### src/rtl/alu_seq.sv
// Handshaked sequential ALU: single-cycle logic/add/sub, bit-serial shifts,
// WIDTH-cycle shift-add multiply. One operation in flight at a time.
module alu_seq #(
    parameter int WIDTH = 16,
    parameter int SHW   = $clog2(WIDTH)
) (
    input  logic             clk,
    input  logic             rst_n,
    input  logic             in_valid,
    output logic             in_ready,
    input  logic [3:0]       in_op,
    input  logic [WIDTH-1:0] in_a,
    input  logic [WIDTH-1:0] in_b,
    output logic             out_valid,
    input  logic             out_ready,
    output logic [WIDTH-1:0] out_result,
    output logic             out_z,
    output logic             out_n,
    output logic             out_v,
    output logic             out_c,
    output logic             out_err
);

    localparam int CW = $clog2(WIDTH + 1);
    localparam logic [CW-1:0] CNT_ONE   = CW'(1);
    localparam logic [CW-1:0] CNT_WIDTH = CW'(WIDTH);

    localparam logic [3:0] OP_ADD = 4'd0;
    localparam logic [3:0] OP_SUB = 4'd1;
    localparam logic [3:0] OP_AND = 4'd2;
    localparam logic [3:0] OP_OR  = 4'd3;
    localparam logic [3:0] OP_XOR = 4'd4;
    localparam logic [3:0] OP_NOT = 4'd5;
    localparam logic [3:0] OP_SHL = 4'd6;
    localparam logic [3:0] OP_SHR = 4'd7;
    localparam logic [3:0] OP_SRA = 4'd8;
    localparam logic [3:0] OP_MUL = 4'd9;

    typedef enum logic [1:0] {
        S_IDLE = 2'd0,
        S_BUSY = 2'd1,
        S_DONE = 2'd2
    } state_t;

    state_t               state_q, state_d;
    logic [3:0]           op_q, op_d;
    logic [WIDTH-1:0]     a_q, a_d;
    logic [CW-1:0]        cnt_q, cnt_d;
    logic [2*WIDTH-1:0]   prod_q, prod_d;
    logic [WIDTH-1:0]     res_q, res_d;
    logic                 z_q, z_d, n_q, n_d, v_q, v_d, c_q, c_d, err_q, err_d;

    logic [WIDTH:0]       sum_s, diff_s, mul_add_s, shift_s;
    logic [2*WIDTH-1:0]   mul_step_s;
    logic [SHW-1:0]       amt_s;
    logic                 fin_load_s, fin_c_s, fin_v_s, fin_err_s;
    logic [WIDTH-1:0]     fin_res_s;

    // One-bit shift step: returns {bit shifted out, shifted value}.
    function automatic logic [WIDTH:0] shift_one(input logic [3:0] op, input logic [WIDTH-1:0] val);
        logic [WIDTH:0] r;
        case (op)
            OP_SHL:  r = {val[WIDTH-1], val[WIDTH-2:0], 1'b0};
            OP_SHR:  r = {val[0], 1'b0, val[WIDTH-1:1]};
            OP_SRA:  r = {val[0], val[WIDTH-1], val[WIDTH-1:1]};
            default: r = {1'b0, val};
        endcase
        return r;
    endfunction

    assign amt_s      = in_b[SHW-1:0];
    assign sum_s      = {1'b0, in_a} + {1'b0, in_b};
    assign diff_s     = {1'b0, in_a} - {1'b0, in_b};
    // Multiplier sits in the low half of prod_q and drains out of bit 0.
    assign mul_add_s  = {1'b0, prod_q[2*WIDTH-1:WIDTH]}
                      + (prod_q[0] ? {1'b0, a_q} : {(WIDTH+1){1'b0}});
    assign mul_step_s = {mul_add_s, prod_q[WIDTH-1:1]};
    assign shift_s    = shift_one(op_q, a_q);

    // Next-state, datapath and final-result selection.
    always_comb begin
        state_d    = state_q;
        op_d       = op_q;
        a_d        = a_q;
        cnt_d      = cnt_q;
        prod_d     = prod_q;
        res_d      = res_q;
        z_d        = z_q;
        n_d        = n_q;
        v_d        = v_q;
        c_d        = c_q;
        err_d      = err_q;
        fin_load_s = 1'b0;
        fin_res_s  = {WIDTH{1'b0}};
        fin_c_s    = 1'b0;
        fin_v_s    = 1'b0;
        fin_err_s  = 1'b0;

        case (state_q)
            S_IDLE: begin
                if (in_valid) begin
                    op_d = in_op;
                    case (in_op)
                        OP_ADD: begin
                            fin_load_s = 1'b1;
                            fin_res_s  = sum_s[WIDTH-1:0];
                            fin_c_s    = sum_s[WIDTH];
                            fin_v_s    = (in_a[WIDTH-1] == in_b[WIDTH-1]) &&
                                         (sum_s[WIDTH-1] != in_a[WIDTH-1]);
                        end
                        OP_SUB: begin
                            fin_load_s = 1'b1;
                            fin_res_s  = diff_s[WIDTH-1:0];
                            fin_c_s    = diff_s[WIDTH];
                            fin_v_s    = (in_a[WIDTH-1] != in_b[WIDTH-1]) &&
                                         (diff_s[WIDTH-1] != in_a[WIDTH-1]);
                        end
                        OP_AND: begin
                            fin_load_s = 1'b1;
                            fin_res_s  = in_a & in_b;
                        end
                        OP_OR: begin
                            fin_load_s = 1'b1;
                            fin_res_s  = in_a | in_b;
                        end
                        OP_XOR: begin
                            fin_load_s = 1'b1;
                            fin_res_s  = in_a ^ in_b;
                        end
                        OP_NOT: begin
                            fin_load_s = 1'b1;
                            fin_res_s  = ~in_a;
                        end
                        OP_SHL, OP_SHR, OP_SRA: begin
                            if (amt_s == {SHW{1'b0}}) begin
                                fin_load_s = 1'b1;
                                fin_res_s  = in_a;
                            end else begin
                                a_d     = in_a;
                                cnt_d   = CW'(amt_s);
                                state_d = S_BUSY;
                            end
                        end
                        OP_MUL: begin
                            a_d     = in_a;
                            prod_d  = {{WIDTH{1'b0}}, in_b};
                            cnt_d   = CNT_WIDTH;
                            state_d = S_BUSY;
                        end
                        default: begin
                            fin_load_s = 1'b1;
                            fin_err_s  = 1'b1;
                        end
                    endcase
                end else begin
                    state_d = S_IDLE;
                end
            end
            S_BUSY: begin
                cnt_d = cnt_q - CNT_ONE;
                if (op_q == OP_MUL) begin
                    prod_d = mul_step_s;
                    if (cnt_q == CNT_ONE) begin
                        fin_load_s = 1'b1;
                        fin_res_s  = mul_step_s[WIDTH-1:0];
                        fin_v_s    = |mul_step_s[2*WIDTH-1:WIDTH];
                    end else begin
                        fin_load_s = 1'b0;
                    end
                end else begin
                    a_d = shift_s[WIDTH-1:0];
                    if (cnt_q == CNT_ONE) begin
                        fin_load_s = 1'b1;
                        fin_res_s  = shift_s[WIDTH-1:0];
                        fin_c_s    = shift_s[WIDTH];
                    end else begin
                        fin_load_s = 1'b0;
                    end
                end
            end
            S_DONE: begin
                if (out_ready) begin
                    state_d = S_IDLE;
                end else begin
                    state_d = S_DONE;
                end
            end
            default: state_d = S_IDLE;
        endcase

        // Flags are always derived from the final result being loaded.
        if (fin_load_s) begin
            state_d = S_DONE;
            res_d   = fin_res_s;
            z_d     = (fin_res_s == {WIDTH{1'b0}});
            n_d     = fin_res_s[WIDTH-1];
            v_d     = fin_v_s;
            c_d     = fin_c_s;
            err_d   = fin_err_s;
        end else begin
            res_d   = res_d;
        end
    end

    // State and datapath registers; reset aborts any operation in flight.
    always_ff @(posedge clk or negedge rst_n) begin
        if (!rst_n) begin
            state_q <= S_IDLE;
            op_q    <= 4'd0;
            a_q     <= {WIDTH{1'b0}};
            cnt_q   <= {CW{1'b0}};
            prod_q  <= {(2*WIDTH){1'b0}};
            res_q   <= {WIDTH{1'b0}};
            z_q     <= 1'b0;
            n_q     <= 1'b0;
            v_q     <= 1'b0;
            c_q     <= 1'b0;
            err_q   <= 1'b0;
        end else begin
            state_q <= state_d;
            op_q    <= op_d;
            a_q     <= a_d;
            cnt_q   <= cnt_d;
            prod_q  <= prod_d;
            res_q   <= res_d;
            z_q     <= z_d;
            n_q     <= n_d;
            v_q     <= v_d;
            c_q     <= c_d;
            err_q   <= err_d;
        end
    end

    assign in_ready   = (state_q == S_IDLE);
    assign out_valid  = (state_q == S_DONE);
    assign out_result = res_q;
    assign out_z      = z_q;
    assign out_n      = n_q;
    assign out_v      = v_q;
    assign out_c      = c_q;
    assign out_err    = err_q;

endmodule

### config.mk
export PLATFORM = sky130hd
export DESIGN_NAME = alu_seq
export DESIGN_NICKNAME = d
export VERILOG_FILES = /design/src/rtl/alu_seq.sv
export SDC_FILE = /design/constraint.sdc
export NUM_CORES = 1
export LEC_CHECK = 0
export CORE_ASPECT_RATIO = 0.9
export CORE_UTILIZATION = 40
export CTS_CLUSTER_SIZE = 16
export DETAILED_ROUTE_END_ITERATION = 16
export GPL_ROUTABILITY_DRIVEN = 0
export GPL_TIMING_DRIVEN = 0
export PLACE_DENSITY = 0.57
export REMOVE_ABC_BUFFERS = 1
export SLEW_MARGIN = 40
export SYNTH_ARGS = -nofsm -noshare
export SYNTH_HDL_FRONTEND = slang
export SYNTH_SLANG_ARGS = --single-unit
### constraint.sdc
create_clock -name clk -period 5.78 [get_ports clk]
set_input_delay 1.445 -clock clk [delete_from_list [all_inputs] [get_ports clk]]
set_output_delay 1.445 -clock clk [all_outputs]
set_load 0.1 [all_outputs]
# == After elaboration in Yosys (flattened, before gate mapping) ==
# Index checks and enable logic that the tools add are counted.
# classes
add_sub_neg,4
n_eq_ne,29
muxes,46
bitwise,4
n_reduce_logical,15
# op_table
operator,n
16-bit two-way mux,9
16-bit one-hot mux with 7 select lines,1
32-bit two-way mux,3
16-bit one-hot mux with 2 select lines,3
32-bit one-hot mux with 2 select lines,1
17-bit one-hot mux with 3 select lines,1
16-bit by 16-bit adder with 17-bit output,2
"4-bit by 3-bit == test with 1-bit output, second input constant",6
5-bit one-hot mux with 2 select lines,2
16-bit by 16-bit subtractor with 17-bit output,1
16-bit bitwise AND,1
"4-bit == test, second input constant",4
16-bit zero test,1
16-bit NOT,1
16-bit OR,1
16-bit OR reduction,1
16-bit bitwise XOR,1
1-bit two-way mux,12
1-bit one-hot mux with 2 select lines,6
5-bit two-way mux,2
10-bit OR reduction,1
"4-bit by 2-bit == test with 1-bit output, second input constant",2
4-bit zero test,2
2-bit two-way mux,4
other kinds (23),30
# word_totals
reg_bits,80
input_bits,40
output_inout_bits,23
wordCells,109

# == Depth between registers and ports, before layout ==
# depth
ltp_word,7
depth_mapped,14
mapped_depth_nobuf,13

# == Least setup slack after synthesis ==
# OpenSTA, ideal clock, no wires.
# synth_timing
path_type,input to register
start,input in_b[7]
end,"register z_q, in the netlist out_z"
setup_time_ns,0.077
t_arrival_ns,3.858
t_required_ns,5.703
setup_slack_ns,1.845
path_stages,12
n_path_buf,1
cell_sequence,inv_1 > ha_1 > clkbuf_1 > or4_1 > or3_1 > a21o_1 > and3_1 > o21ai_1 > a21oi_1 > a311oi_1 > o221ai_1 > o21ai_1
# synth_between
elab_chain_len,5
elab_cells_between_ends,9
cone_classes,2 x add/sub; 3 x mux; 3 x bitwise; 1 x reduce/logical
# synth_lines
item,line_no,rtl
"start, declared",13,"input logic [WIDTH-1:0] in_b,"
16-bit by 16-bit subtractor with 17-bit output (tied with other cells),73,"assign diff_s = {1'b0, in_a} - {1'b0, in_b};"
16-bit one-hot mux with 7 select lines (*),103,case (in_op)
16-bit two-way mux (*),101,if (in_valid) begin
16-bit one-hot mux with 2 select lines (*),99,case (state_q)
16-bit zero test (*),195,z_d = (fin_res_s == {WIDTH{1'b0}});
"end signal, assigned",226,z_q <= z_d;
"end, declared",51,"logic z_q, z_d, n_q, n_d, v_q, v_d, c_q, c_d, err_q, err_d;"
# Mark *: on every way between the ends. The rest lies on a longest branch, timed or not.
# A chain may end at the register's enable or synchronous reset.

# == Worst setup path in the final report ==
# layout_timing
start,input in_b[1]
end,"register v_q, in the netlist out_v"
# layout_between
elab_chain_len,6
elab_cells_between_ends,14
cone_classes,2 x add/sub; 2 x eq/ne; 7 x mux; 3 x reduce/logical
# layout_lines
item,line_no,rtl
16-bit by 16-bit subtractor with 17-bit output or 16-bit by 16-bit adder with 17-bit output (tied branches),"73, 72",
"1-bit inequality test, on equally long branches","116, 109",
"1-bit logical AND, on equally long branches","115, 108",
1-bit one-hot mux with 2 select lines,103,
1-bit two-way mux,101,
1-bit one-hot mux with 2 select lines,99,
"end signal, assigned",228,v_q <= v_d;
"end, declared",51,
# Several ways; a longest one is shown, not always the timed one.

==> flow_summary_export.csv <==
group,metric,value,unit
drt,vias,7826,
worst_setup_path,startpoint_type,"primary input",
clocking,cts-hold-fix-buffers,0,
finish,final_cell_mix,"nor2_1, nand2_1, a21oi_1, dfrtp_1, ha_1",
logic_synthesis,netlist_instances,1017,
finish,nFillCells,1976,
timing,setup_viol,0,
worst_setup_path,cp_slowest_cell,"clkdlybuf4s50_1",
finish,fin_nets,1159,
logic_synthesis,ys_ff_latch,79,
finish,fin_area,9000,µm²
pwr,powerDensity,430,nW/µm²
grt,track_usage,0.262,
worst_setup_path,crit_path_end_kind,"register",
run,maxCapViolCount,0,
worst_setup_path,crit_arrival,5.23,ns
timing,tightest_slew,0.863,ns
logic_synthesis,synthArstFlopShare,1.00,
logic_synthesis,ys_top_cells_by_area,"dfrtp_1, ha_1, a21oi_1",
clocking,postCtsSetupRepairBufs,0,
clocking,cts_buffers,9,
drt,drtIter0Drc,702,
status,status,"complete, no violations",
drt,post_drt_wl_per_cell,19.7,µm
placement,io_buffers,62,
die,die_area,20200,µm²
timing,setup-tns-final,0,ns
die,fp.dieW,150,µm
hold_path,hp-start,"out_result[0]$_DFFE_PN0P_",
pwr,peakVddDrop,0.270,mV
logic_synthesis,syn-mean-instance-area,7.71,µm²
finish,drive_above_1_share,0.0884,
die,start_util,0.408,
timing,fin_skew,0.00688,ns
grt,grt_pass1_wl,41.0,mm
grt,grt_pass1_vias,7297,
worst_setup_path,cp_cell_sequence,"clkdlybuf4s50_1, inv_1, ha_1, nor2_1, o311a_1, o31ai_1, o21ai_0, o2111ai_1, nand2_1, a221oi_1, o31a_1, o31ai_1",
worst_setup_path,max_stage_delay,0.67,ns
worst_setup_path,crit_path_frequent_cell,"o31ai_1",
worst_setup_path,path_delay_family,"compound AO/OA/AOI/OAI gates",
logic_synthesis,yosysUniqueCellTypes,74,
clocking,ctsHtreeMaxLevel,3,
pwr,p_sw,1.98,mW
timing,max_freq,0.199,GHz
placement,placed_area,8690,µm²
pwr,comb_power_share,0.579,
finish,mostFrequentLayoutCell,"nor2_1",
worst_setup_path,crit_start,"in_b[1]",
logic_synthesis,synthesis.area,7840,µm²
clocking,clock_path_buffers,2,
worst_setup_path,reg2reg_depth,10,
timing,slew_headroom,0.424,
timing,post-route-period-util,0.868,
logic_synthesis,synth_ff_type,"dfrtp_1",
placement,dp_hpwl,19.8,mm
die,row_count,48,
die,coreArea,19200,µm²
worst_setup_path,rrSetupSlack,2.41,ns
timing,hold_viol_final,0,
die,io_pins,63,
finish,area_delta_synth_final,14.8,%
drt,ant_nets,0,
clocking,clockRootBuffer,"clkbuf_16",
worst_setup_path,crit_required,5.99,ns
logic_synthesis,synth_area_leader_cell,"dfrtp_1",
grt,overflow,0,
logic_synthesis,yosysTopAreaCellShare,0.252,
drt,wirelength,25.7,mm
clocking,clk_pin_slew,0.06,ns
pwr,seq_power_share,0.262,
clocking,clkLatencyLatePin,0.35,ns
worst_setup_path,r2r-end,"out_z$_DFFE_PN0P_",
hold_path,holdPathEnd,"out_result[0]$_DFFE_PN0P_",
logic_synthesis,ys_seq_area_frac,0.252,
worst_setup_path,worst-path-max-fanout,6,
logic_synthesis,ys_warn_count,0,
timing,maxSlewViolCount,0,
finish,diodes,0,
drt,dr.pass1.iters,7,
worst_setup_path,cp_num_buf_inv,2,
hold_path,hold_path_depth,2,
grt,antenna_found_initial,0,
pwr,power.internal,1.89,mW
clocking,cts_tree,"done",
clocking,cts_resized,0,
pwr,p_sw_frac,0.512,
drt,drc,0,
hold_path,worstHoldPathType,"register to register",
worst_setup_path,r2r_start,"state_q[0]$_DFFE_PN0P_",
pwr,p_leak,4.09,nW
clocking,cts_sinks,79,
pwr,pwr-share-clk,0.158,
grt,grt_start_max_net_pins,47,
die,fp.dieH,135,µm
timing,rsz0062_at_grt,"false",
drt,vias_per_cell,6.01,
timing,min_period,5.02,ns
worst_setup_path,criticalPathCategory,"primary input to register",
logic_synthesis,synth-edff-count,0,
## worst reg2reg max path: cells and delay by family (launching register included)
kind                   cells  cell delay (ns)
buffers and inverters      1             0.33
and+or+nand+nor            4             1.22
DFF                        1             0.51
AOI/OAI and AO/OA          5             1.20
## routing by layer
layer,vias up,routed length [µm],global-route usage
met5,-,0,0
met4,0,373,0.0686
met3,30,1730,0.0446
met2,264,11500,0.402
met1,3739,12100,0.378
li1,3793,-,-
## synth_stat cells (all sizes together) (5+ instances only)
library cell and instances:
a22oi 9, nor2b 17, a211o 7, o21ai 72, o2111ai 6, nor2 109
o22ai 9, nor3b 7, o221ai 8, xnor2 15, nand2b 10, xor2 5
ha 69, o211ai 6, o21a 7, and2 22, a21oi 94, a22o 15
inv 62, buf 10, a211oi 17, a21o 18, nor3 32, and3 6
or3 5, nand3 12, nand2 95, clkbuf 52, a221oi 13, mux2i 5
o21bai 10, a31oi 7, nor4b 7, a222oi 9, o31ai 10, dfrtp 79
a221o 6, nor4 7
## final cells by class
class	instances	area (µm²)	area share
multi-input combinational	814	5480	0.609
timing repair buffer	81	682	0.0758
clock inverter	6	85.1	0.00945
tap	250	313	0.0348
inverter	62	233	0.0259
sequential	79	1980	0.220
clock buffer	10	229	0.0254
## worst max path at each step
stage,cells after the start,end,slack (ns)
finish,12,out_v$_DFFE_PN0P_,0.76
detailed placement,12,out_v$_DFFE_PN0P_,0.55
floorplan,6,prod_q[0]$_DFFE_PN0P_,1.04
CTS,12,out_v$_DFFE_PN0P_,0.92
global placement,6,prod_q[3]$_DFFE_PN0P_,-2.03
global route,11,out_v$_DFFE_PN0P_,0.58
## per-stage QoR
stage	total power, mW	setup slack (ns)	cells	utilization	hold WS (ns)
finish	3.87	0.763	1302	0.468	0.475
CTS	3.88	0.916	1302	0.469	0.479
floorplan	2.58	1.04	955	-	0.456
global route	4.15	0.580	1302	0.468	0.499
detailed placement	3.25	0.551	1286	0.452	0.463
global placement	3.20	-2.03	1267	0.443	0.463
## state kept, by name, summed over array words and instances (netlist names)
signal      flops
out_v           1
out_err         1
out_z           1
op_q            4
state_q         2
out_c           1
prod_q         32
cnt_q           5
a_q            16
out_result     16
## power by group through the flow
stage               registers (mW)  clock network [mW]  logic [mW]
global route                  1.05               0.648        2.45
CTS                           1.01               0.626        2.24
finish                        1.02               0.613        2.24
global placement              1.01                   0        2.19
detailed placement            1.02                   0        2.23
floorplan                     1.35                   0        1.23
## cell families after synthesis
| logic type | share of synthesized area |
|---|---|
| AO/OA/AOI/OAI | 0.303 |
| multiplexers | 0.0121 |
| adder cells (fa/ha/maj) | 0.118 |
| buffers and inverters | 0.0640 |
| flip-flops | 0.252 |
| XOR/XNOR | 0.0223 |
| AND/OR/NAND/NOR | 0.229 |
Power figures use the tool's default switching activity.
